<file path="src/rtl/id_ex_stage.sv">
// ID->EX pipeline register with load-use hazard detection, flush and hold handling.
// Optional bubble counter enabled by defining IDEX_BUBBLE_CNT_EN.
module id_ex_stage #(
  parameter int DW = 32,
  parameter int RW = 5
) (
  input  logic          clk,
  input  logic          rst_n,
  input  logic          id_valid,
  input  logic          id_beq,
  input  logic          id_bne,
  input  logic          id_mem_to_reg,
  input  logic          id_mem_write,
  input  logic          id_alu_src_b,
  input  logic          id_reg_write,
  input  logic          id_reg_dst,
  input  logic          id_jal,
  input  logic          id_jmp,
  input  logic          id_jr,
  input  logic          id_syscall,
  input  logic [3:0]    id_alu_op,
  input  logic          id_use_rs,
  input  logic          id_use_rt,
  input  logic [DW-1:0] id_pc,
  input  logic [DW-1:0] id_rs_data,
  input  logic [DW-1:0] id_rt_data,
  input  logic [DW-1:0] id_imm,
  input  logic [RW-1:0] id_rs,
  input  logic [RW-1:0] id_rt,
  input  logic [RW-1:0] id_rd,
  input  logic [RW-1:0] id_shamt,
  input  logic          flush,
  input  logic          hold,
  output logic          ex_valid,
  output logic          ex_beq,
  output logic          ex_bne,
  output logic          ex_mem_to_reg,
  output logic          ex_mem_write,
  output logic          ex_alu_src_b,
  output logic          ex_reg_write,
  output logic          ex_reg_dst,
  output logic          ex_jal,
  output logic          ex_jmp,
  output logic          ex_jr,
  output logic          ex_syscall,
  output logic [3:0]    ex_alu_op,
  output logic          ex_use_rs,
  output logic          ex_use_rt,
  output logic [DW-1:0] ex_pc,
  output logic [DW-1:0] ex_rs_data,
  output logic [DW-1:0] ex_rt_data,
  output logic [DW-1:0] ex_imm,
  output logic [RW-1:0] ex_rs,
  output logic [RW-1:0] ex_rt,
  output logic [RW-1:0] ex_shamt,
  output logic [RW-1:0] ex_dst,
  output logic          load_use_stall,
  output logic [31:0]   bubble_cnt
);

  typedef struct packed {
    logic          valid;
    logic          beq;
    logic          bne;
    logic          mem_to_reg;
    logic          mem_write;
    logic          alu_src_b;
    logic          reg_write;
    logic          reg_dst;
    logic          jal;
    logic          jmp;
    logic          jr;
    logic          syscall;
    logic [3:0]    alu_op;
    logic          use_rs;
    logic          use_rt;
    logic [DW-1:0] pc;
    logic [DW-1:0] rs_data;
    logic [DW-1:0] rt_data;
    logic [DW-1:0] imm;
    logic [RW-1:0] rs;
    logic [RW-1:0] rt;
    logic [RW-1:0] shamt;
    logic [RW-1:0] dst;
  } idex_t;

  idex_t ex_q, ex_d, id_cap;

  // An invalid ID slot is captured as an all-zero bubble.
  always_comb begin
    id_cap = '0;
    if (id_valid) begin
      id_cap.valid      = 1'b1;
      id_cap.beq        = id_beq;
      id_cap.bne        = id_bne;
      id_cap.mem_to_reg = id_mem_to_reg;
      id_cap.mem_write  = id_mem_write;
      id_cap.alu_src_b  = id_alu_src_b;
      id_cap.reg_write  = id_reg_write;
      id_cap.reg_dst    = id_reg_dst;
      id_cap.jal        = id_jal;
      id_cap.jmp        = id_jmp;
      id_cap.jr         = id_jr;
      id_cap.syscall    = id_syscall;
      id_cap.alu_op     = id_alu_op;
      id_cap.use_rs     = id_use_rs;
      id_cap.use_rt     = id_use_rt;
      id_cap.pc         = id_pc;
      id_cap.rs_data    = id_rs_data;
      id_cap.rt_data    = id_rt_data;
      id_cap.imm        = id_imm;
      id_cap.rs         = id_rs;
      id_cap.rt         = id_rt;
      id_cap.shamt      = id_shamt;
      id_cap.dst        = id_jal ? RW'(31) : (id_reg_dst ? id_rd : id_rt);
    end
  end

  // A load into $0 never stalls since ex_dst=0 is excluded.
  assign load_use_stall = id_valid & ex_q.valid & ex_q.mem_to_reg & (ex_q.dst != '0)
                        & ((id_use_rs & (id_rs == ex_q.dst)) | (id_use_rt & (id_rt == ex_q.dst)))
                        & ~flush;

  always_comb begin
    ex_d = ex_q;
    if (flush)               ex_d = '0;
    else if (hold)           ex_d = ex_q;
    else if (load_use_stall) ex_d = '0;
    else                     ex_d = id_cap;
  end

  always_ff @(posedge clk or negedge rst_n) begin
    if (!rst_n) ex_q <= '0;
    else        ex_q <= ex_d;
  end

`ifdef IDEX_BUBBLE_CNT_EN
  logic [31:0] cnt_q, cnt_d;
  logic        bubble_ins;

  // Only hazard-generated bubbles count; hold and empty ID slots do not.
  assign bubble_ins = flush | (~hold & load_use_stall);
  assign cnt_d      = bubble_ins ? cnt_q + 32'd1 : cnt_q;

  always_ff @(posedge clk or negedge rst_n) begin
    if (!rst_n) cnt_q <= '0;
    else        cnt_q <= cnt_d;
  end
  assign bubble_cnt = cnt_q;
`else
  assign bubble_cnt = 32'd0;
`endif

  assign ex_valid      = ex_q.valid;
  assign ex_beq        = ex_q.beq;
  assign ex_bne        = ex_q.bne;
  assign ex_mem_to_reg = ex_q.mem_to_reg;
  assign ex_mem_write  = ex_q.mem_write;
  assign ex_alu_src_b  = ex_q.alu_src_b;
  assign ex_reg_write  = ex_q.reg_write;
  assign ex_reg_dst    = ex_q.reg_dst;
  assign ex_jal        = ex_q.jal;
  assign ex_jmp        = ex_q.jmp;
  assign ex_jr         = ex_q.jr;
  assign ex_syscall    = ex_q.syscall;
  assign ex_alu_op     = ex_q.alu_op;
  assign ex_use_rs     = ex_q.use_rs;
  assign ex_use_rt     = ex_q.use_rt;
  assign ex_pc         = ex_q.pc;
  assign ex_rs_data    = ex_q.rs_data;
  assign ex_rt_data    = ex_q.rt_data;
  assign ex_imm        = ex_q.imm;
  assign ex_rs         = ex_q.rs;
  assign ex_rt         = ex_q.rt;
  assign ex_shamt      = ex_q.shamt;
  assign ex_dst        = ex_q.dst;

endmodule

</file>
<file path="config.mk">
export PLATFORM = sky130hd
export DESIGN_NAME = id_ex_stage
export DESIGN_NICKNAME = d
export VERILOG_FILES = /design/src/rtl/id_ex_stage.sv
export SDC_FILE = /design/constraint.sdc
export NUM_CORES = 1
export LEC_CHECK = 0
export BUFFER_PORTS_ARGS = -buffer_cell sky130_fd_sc_hd__buf_2
export CORE_AREA = 2 2 142 144
export CTS_CLUSTER_SIZE = 28
export DETAILED_ROUTE_END_ITERATION = 10
export DIE_AREA = 0 0 144 146
export PLACE_DENSITY_LB_ADDON = 0.08
export SYNTH_ARGS = -nofsm -noshare
export SYNTH_HDL_FRONTEND = slang
export SYNTH_SLANG_ARGS = --single-unit
export TNS_END_PERCENT = 20
</file>
<file path="constraint.sdc">
create_clock -name clk -period 1.8 [get_ports clk]
set_input_delay 0 -clock clk [delete_from_list [all_inputs] [get_ports clk]]
set_output_delay 0 -clock clk [all_outputs]
set_load 0.02 [all_outputs]
</file>
==> results.md, run 1 <==
- Num rows: between 50 and 60
- HPWL after DPL: 16700 um
- Ports: 369
- Avg Cell Area, Syn: 9.81 um^2
- Max cap viols: 0
- Worst Tran Pin Value: 0.526 ns
- Die Y: 146 um
- Detail Route Antenna Nets: 0
- GRT Total Usage: 25.5%
- Reg2reg end: ex_mem_write
- Final period util: 103%
- Detailed Routing Iterations Pass 1: 7
- Routability cong.: a little over 0.8
- Crit Path Max Fanout: 3
- Cells after Synth: between 800 and 900
- Fin Hold WS: about 0.019 ns
- Crit path top cell by count: buf_6
- Residual DRC: 0
- CTS H-tree depth: 4
- Share of the synthesized area in the top cell type: 51.6%
- Core ar.: around 19000 um^2
- Pre-CTS WS: 0.126 ns
- Fmax: 537 MHz
- Worst path max stage delay: 0.44 ns
- Mapped cell area: slightly above 8000 um^2
- Power Dens Cells: 803 nW/um^2
- Total CTS buffers: 17
- Synth area leaders: dfrtp_1 52%, a32oi_1 18%, o21ai_1 8.4%
- Slew Limit Fails: 0
- #FFs+latches synth: 166
- Hold Path Sink: ex_dst[2]
- Worst Setup Slack, final: -0.0616 ns
- Die X: approximately 140 um
- Skew-Pair Late Insertion Delay: 0.43 ns
- Clock skew: 0.0128 ns
- Number of global-route vias before repair: 8222
- Final nets: 1455
- Failing checks: negative setup slack
- Crit path time final: ~1.9 ns
- Unrepaired setup endpoints after global routing: yes
- Wirelength, routed: around 28000 um
- Worst Hold Path Cells: 4
- Layout cells sized above 1: 32.5%
- Sequential cell area fraction in the yosys report: 51.6%
- Initial Util: 41.7%
- Cell variety after synth: 21
- Via count: 8343
- Rel. slew slack: around 65%
- Worst vdd ir: 0.644 mV
- Setup_tns: -0.0616 ns
- Buffers added on ports: 336
- Gr ovfl total: 0
- Clk buf depth: 2
- Crit Path Class: reg -> out
- CTS root buf: clkbuf_16
- Synth area leader: dfrtp_1
- CP arrival: 1.86 ns
- Hold path startpoint: id_rd[2]
- Status: complete, but fails checks
- Worst path slowest cell: dfrtp_2
- Vias/cell: around 5.3
- First-pass GRT wire length: 43200 um
- Crit end category: primary output
- Type of the worst min-delay path: in -> reg
- Critical R2R Launch: ex_dst[1]
- Hold Vio Cnt, Final: 0
- WP data required: around 1.8 ns
- Fillers: 1598
- Leak: 5.75 nW
- Initial antenna violation count: 1
- Design Power: 0.00990 W
- Largest net degree at the start of global routing: approximately 120
- Synthesis Warnings: 0
- Die area: 21000 um^2
- Multi-input logic area: 3380 um^2
- CP Cell Sequence: xnor2_2, nand4_1, o22ai_4, buf_6, buf_12, nor2b_4, buf_6
- TritonCTS clock tree: yes
- DRT iter0 DRCs: about 620
- R2r setup slk: around 0.090 ns
- Final setup viols: 1
- WL/cell: 17.6 um
- Sequential Area: 4160 um^2
- Setup crit start kind: flop
- R2R depth: 7
- Area grow syn2layout: 53.0%
- Clk sinks: 166
- Clock-pin slew on the worst setup and hold paths: 0.07 ns
## power by group
group / switching (W) / internal (W) / total (W)
sequential: 0.000164 / 0.00400 / 0.00416
clock: 0.00157 / 0.00210 / 0.00368
combinational: 0.00119 / 0.000869 / 0.00206
total: 0.00293 / 0.00697 / 0.00990
## worst max-delay path by stage
stage	start	to	slack (ns)	cells past startpoint
2_1_floorplan	ex_dst[0]	ex_imm[0]	0.13	6
3_3_place_gp	ex_dst[3]	load_use_stall	0.14	7
3_5_place_dp	ex_dst[0]	load_use_stall	0.13	7
4_1_cts	ex_dst[0]	load_use_stall	-0.1	7
5_1_grt	ex_dst[1]	load_use_stall	-0.16	7
6_report	ex_dst[1]	load_use_stall	-0.06	7
## kinds of logic after synthesis
family | Yosys count | share of synthesized area (%)
DFF | 166 | 51.6
AOI/OAI and AO/OA | 339 | 29.2
other | 1 | 0.0465
and+or+nand+nor | 181 | 8.76
buffers and inverters | 124 | 9.36
xor gates and xnor gates | 10 | 1.09
## layout by cell type, fill, tap and decap left out, types with 9 or more instances in the layout
cell / instances
buf_2: 334
nand2_1: 167
dlygate4sd3_1: 167
a32oi_1: 165
dfrtp_1: 161
o21ai_1: 136
conb_1: 32
o21ai_0: 29
clkbuf_16: 17
buf_12: 16
buf_4: 16
xnor2_2: 9
## worst max-delay path: cells and delay by family, from the launching register on
kind	cells	cell delay, ns
simple gates	2	0.28
buf+inv	3	0.35
compound gates	1	0.19
xor+xnor	1	0.17
flops	1	0.44
## area by class of cell
class / instances / share of cell area [%]
Timing Repair Buffer: 538 / 31.3
Clock inverter: 12 / 1.16
Clock buffer: 20 / 3.62
Antenna cell: 1 / 0.0203
Multi-Input combinational cell: 562 / 27.4
Sequential cell: 166 / 33.8
Tap cell: 265 / 2.69
## cell usage after synthesis (all sizes together)
cell / instances
nand2b: 1
nand2: 168
nor2: 2
conb: 1
o22ai: 1
buf: 85
nor2b: 7
xnor2: 10
nor3: 1
a211o: 6
clkbuf: 39
a32oi: 165
o31ai: 1
nand4: 2
o21ai: 165
a22oi: 1
dfrtp: 166
## timing repair
action / CTS / global route
setup buffers: 5 / 0
pin swaps: 4 / 10
hold buffers: 167 / 0
endpoints found under the setup margin: 1 / 32
resized for setup: 5 / 16
gates cloned: 1 / 0
endpoints found under the hold margin: 302 / 0
## per-stage QoR
step                      utilization, %  cell area (um^2)  instances
after floorplan                        -              8170        852
after global placement              51.1              9890       1358
after detailed placement            51.1              9890       1358
after CTS                           63.3             12200       1563
after global routing                63.7             12300       1564
final                               63.7             12300       1564
## per-layer routing
| metal | wire length (um) | part of all wire, % | GRT usage (%) |
|---|---|---|---|
| met1 | 11600 | 42 | 33.3 |
| met5 | 0 | 0 | 0 |
| met4 | 771 | 2.8 | 9.80 |
| met3 | 2110 | 7.7 | 6.88 |
| met2 | 13100 | 48 | 40.4 |
(Power assumes the default switching activity.)
==> run 2, diff against run 1 <==
--- a/config.mk
+++ b/config.mk
@@ -10,6 +10,7 @@
 export CTS_CLUSTER_SIZE = 28
 export DETAILED_ROUTE_END_ITERATION = 10
 export DIE_AREA = 0 0 144 146
+export HOLD_SLACK_MARGIN = 0.05
 export PLACE_DENSITY_LB_ADDON = 0.08
 export SYNTH_ARGS = -nofsm -noshare
 export SYNTH_HDL_FRONTEND = slang
==> run 2 against run 1 <==
Against the previous run: the flow still finishes with violations (negative setup slack); non-clock buffer count up 2; utilization grew 0.10 points; total power about the same; maximum frequency is essentially flat; clock skew about the same; highest routed layer unchanged; routed wire length increased by 0.17%; sequential power about the same; critical endpoint unchanged; clock-buffer cell count unchanged; combinational power about the same.
==> results.md, run 2 (synthesis gave the netlist of run 1 again) <==
- Gr ovfl total: 0
- Slew Limit Fails: 0
- Max cap viols: 0
- Routability cong.: 0.811
- Placed Cells: 1358
- Final nets: 1457
- CP delay by family, top: flip-flops
- GRT Total Usage: 25.6%
- DRT iter0 DRCs: 622
- Crit end category: primary output
- Skew-Pair Late Insertion Delay: about 0.43 ns
- Layout cells sized above 1: 32.5%
- Die X: 144 um
- Initial Util: about two fifths
- HPWL after DPL: 16700 um
- Buffers added on ports: 336
- Final setup viols: 1
- Setup crit start kind: flop
- Setup_tns: -0.0613 ns
- CTS H-tree depth: 4
- Worst vdd ir: around 0.64 mV
- Vias/cell: 5.36
- Commonest non-fill, non-tap cell in the layout: buf_2
- Unrepaired setup endpoints after global routing: yes
- Status: complete, but fails checks
- Leak: 5.76 nW
- Residual DRC: 0
- WL/cell: approximately 18 um
- Largest net degree at the start of global routing: 122
- R2r setup slk: 0.08 ns
- Via count: between 8k and 9k
- WP data required: 1.80 ns
- Number of global-route vias before repair: just over 8k
- Hold Vio Cnt, Final: 0
- Worst path max stage delay: around 0.44 ns
- Core ar.: between 15000 and 20000 um^2
- Worst Setup Slack, final: -0.0613 ns
- First-pass GRT wire length: 43300 um
- Clock skew: between 0.01 and 0.015 ns
- Final period util: 103%
- Clk sinks: 166
- Initial antenna violation count: 1
- Crit Path Class: reg -> out
- CTS root buf: clkbuf_16
- Detailed Routing Iterations Pass 1: 5
- Worst path slowest cell: dfrtp_2
- Final instance count without filler cells: between 1.5k and 2k
- Most frequent cells in the layout: 334 x buf_2, 169 x dlygate4sd3_1, 167 x nand2_1
- Area grow syn2layout: 53.2%
- WP buf/inv: 3
- Crit path top cell by count: buf_6
- CP Cell Sequence: xnor2_2, nand4_1, o22ai_4, buf_6, buf_12, nor2b_4, buf_6
- Die area: around 21000 um^2
- CP arrival: 1.86 ns
- Num rows: 51
- Detail Route Antenna Nets: 0
- Die Y: approximately 150 um
- Type of the worst min-delay path: in -> async
- Wirelength, routed: approximately 28000 um
- TritonCTS clock tree: yes
- Fillers: around 1.6k
- Crit path time final: 1.86 ns
- Ports: 369
- Power Dens Cells: 802 nW/um^2
- Clock-pin slew on the worst setup and hold paths: 0.07 ns
- Total CTS buffers: 17
- Failing checks: negative setup slack
- Rel. slew slack: 64.8%
- Sequential Area: 4160 um^2
- Multi-input logic area: 3380 um^2
- Clk buf depth: 2
- Worst Tran Pin Value: 0.528 ns
- Fmax: 537 MHz
- Crit Path Max Fanout: 3
## run 2: cell types whose count changed in the layout (fill, tap and decap cells not counted)
cell,delta
dlygate4sd3_1,+2
## run 2: layout make-up
| type | count | share of cell area [%] |
|---|---|---|
| diodes | 1 | 0.0203 |
| clock buffers | 20 | 3.62 |
| clock inverters | 12 | 1.16 |
| multi-input cells | 562 | 27.4 |
| flip-flops and latches | 166 | 33.7 |
| well taps | 265 | 2.69 |
| repair buffers | 540 | 31.4 |
## run 2: power by group
part	switching [W]	internal [W]
Combinational	0.00119	0.000872
Sequential	0.000164	0.00400
Clock	0.00158	0.00210
## run 2: layer usage
metal	part of all wire, %	track usage, %
met4	2.7	9.80
met1	42	32.9
met3	7.6	6.88
met2	48	41.0
met5	0	0
## run 2: per-stage QoR
step / hold WS, ns / utilization, % / cell area, um^2 / worst slack (ns) / power, W
floorplan: -0.296 / - / 8170 / 0.125 / 0.00516
global placement: -0.00852 / 51.1 / 9890 / 0.143 / 0.00591
detailed placement: -0.00798 / 51.1 / 9890 / 0.126 / 0.00592
CTS: 0.0945 / 63.4 / 12300 / -0.0975 / 0.00995
global route: 0.138 / 63.8 / 12300 / -0.156 / 0.0104
finish: 0.102 / 63.8 / 12300 / -0.0613 / 0.00990
## run 2: final timing paths
kind	from	to	depth (start not counted)
max	ex_dst[1]	load_use_stall	7
min	rst_n	ex_alu_src_b	2
max reg2reg	ex_dst[1]	ex_mem_write	7
min reg2reg	ex_pc[23]	ex_pc[23]	2
max in group asynchronous	rst_n	ex_imm[12]	3
min in group clk	flush	ex_rs[3]	5
## run 2: timing repair
item                       CTS  global route
gates cloned                 1             0
setup endpoints to repair    1            32
pin swaps                    4            10
buffers inserted             5             0
hold endpoints to repair   332             0
resized for setup            5            16
hold buffers               169             0
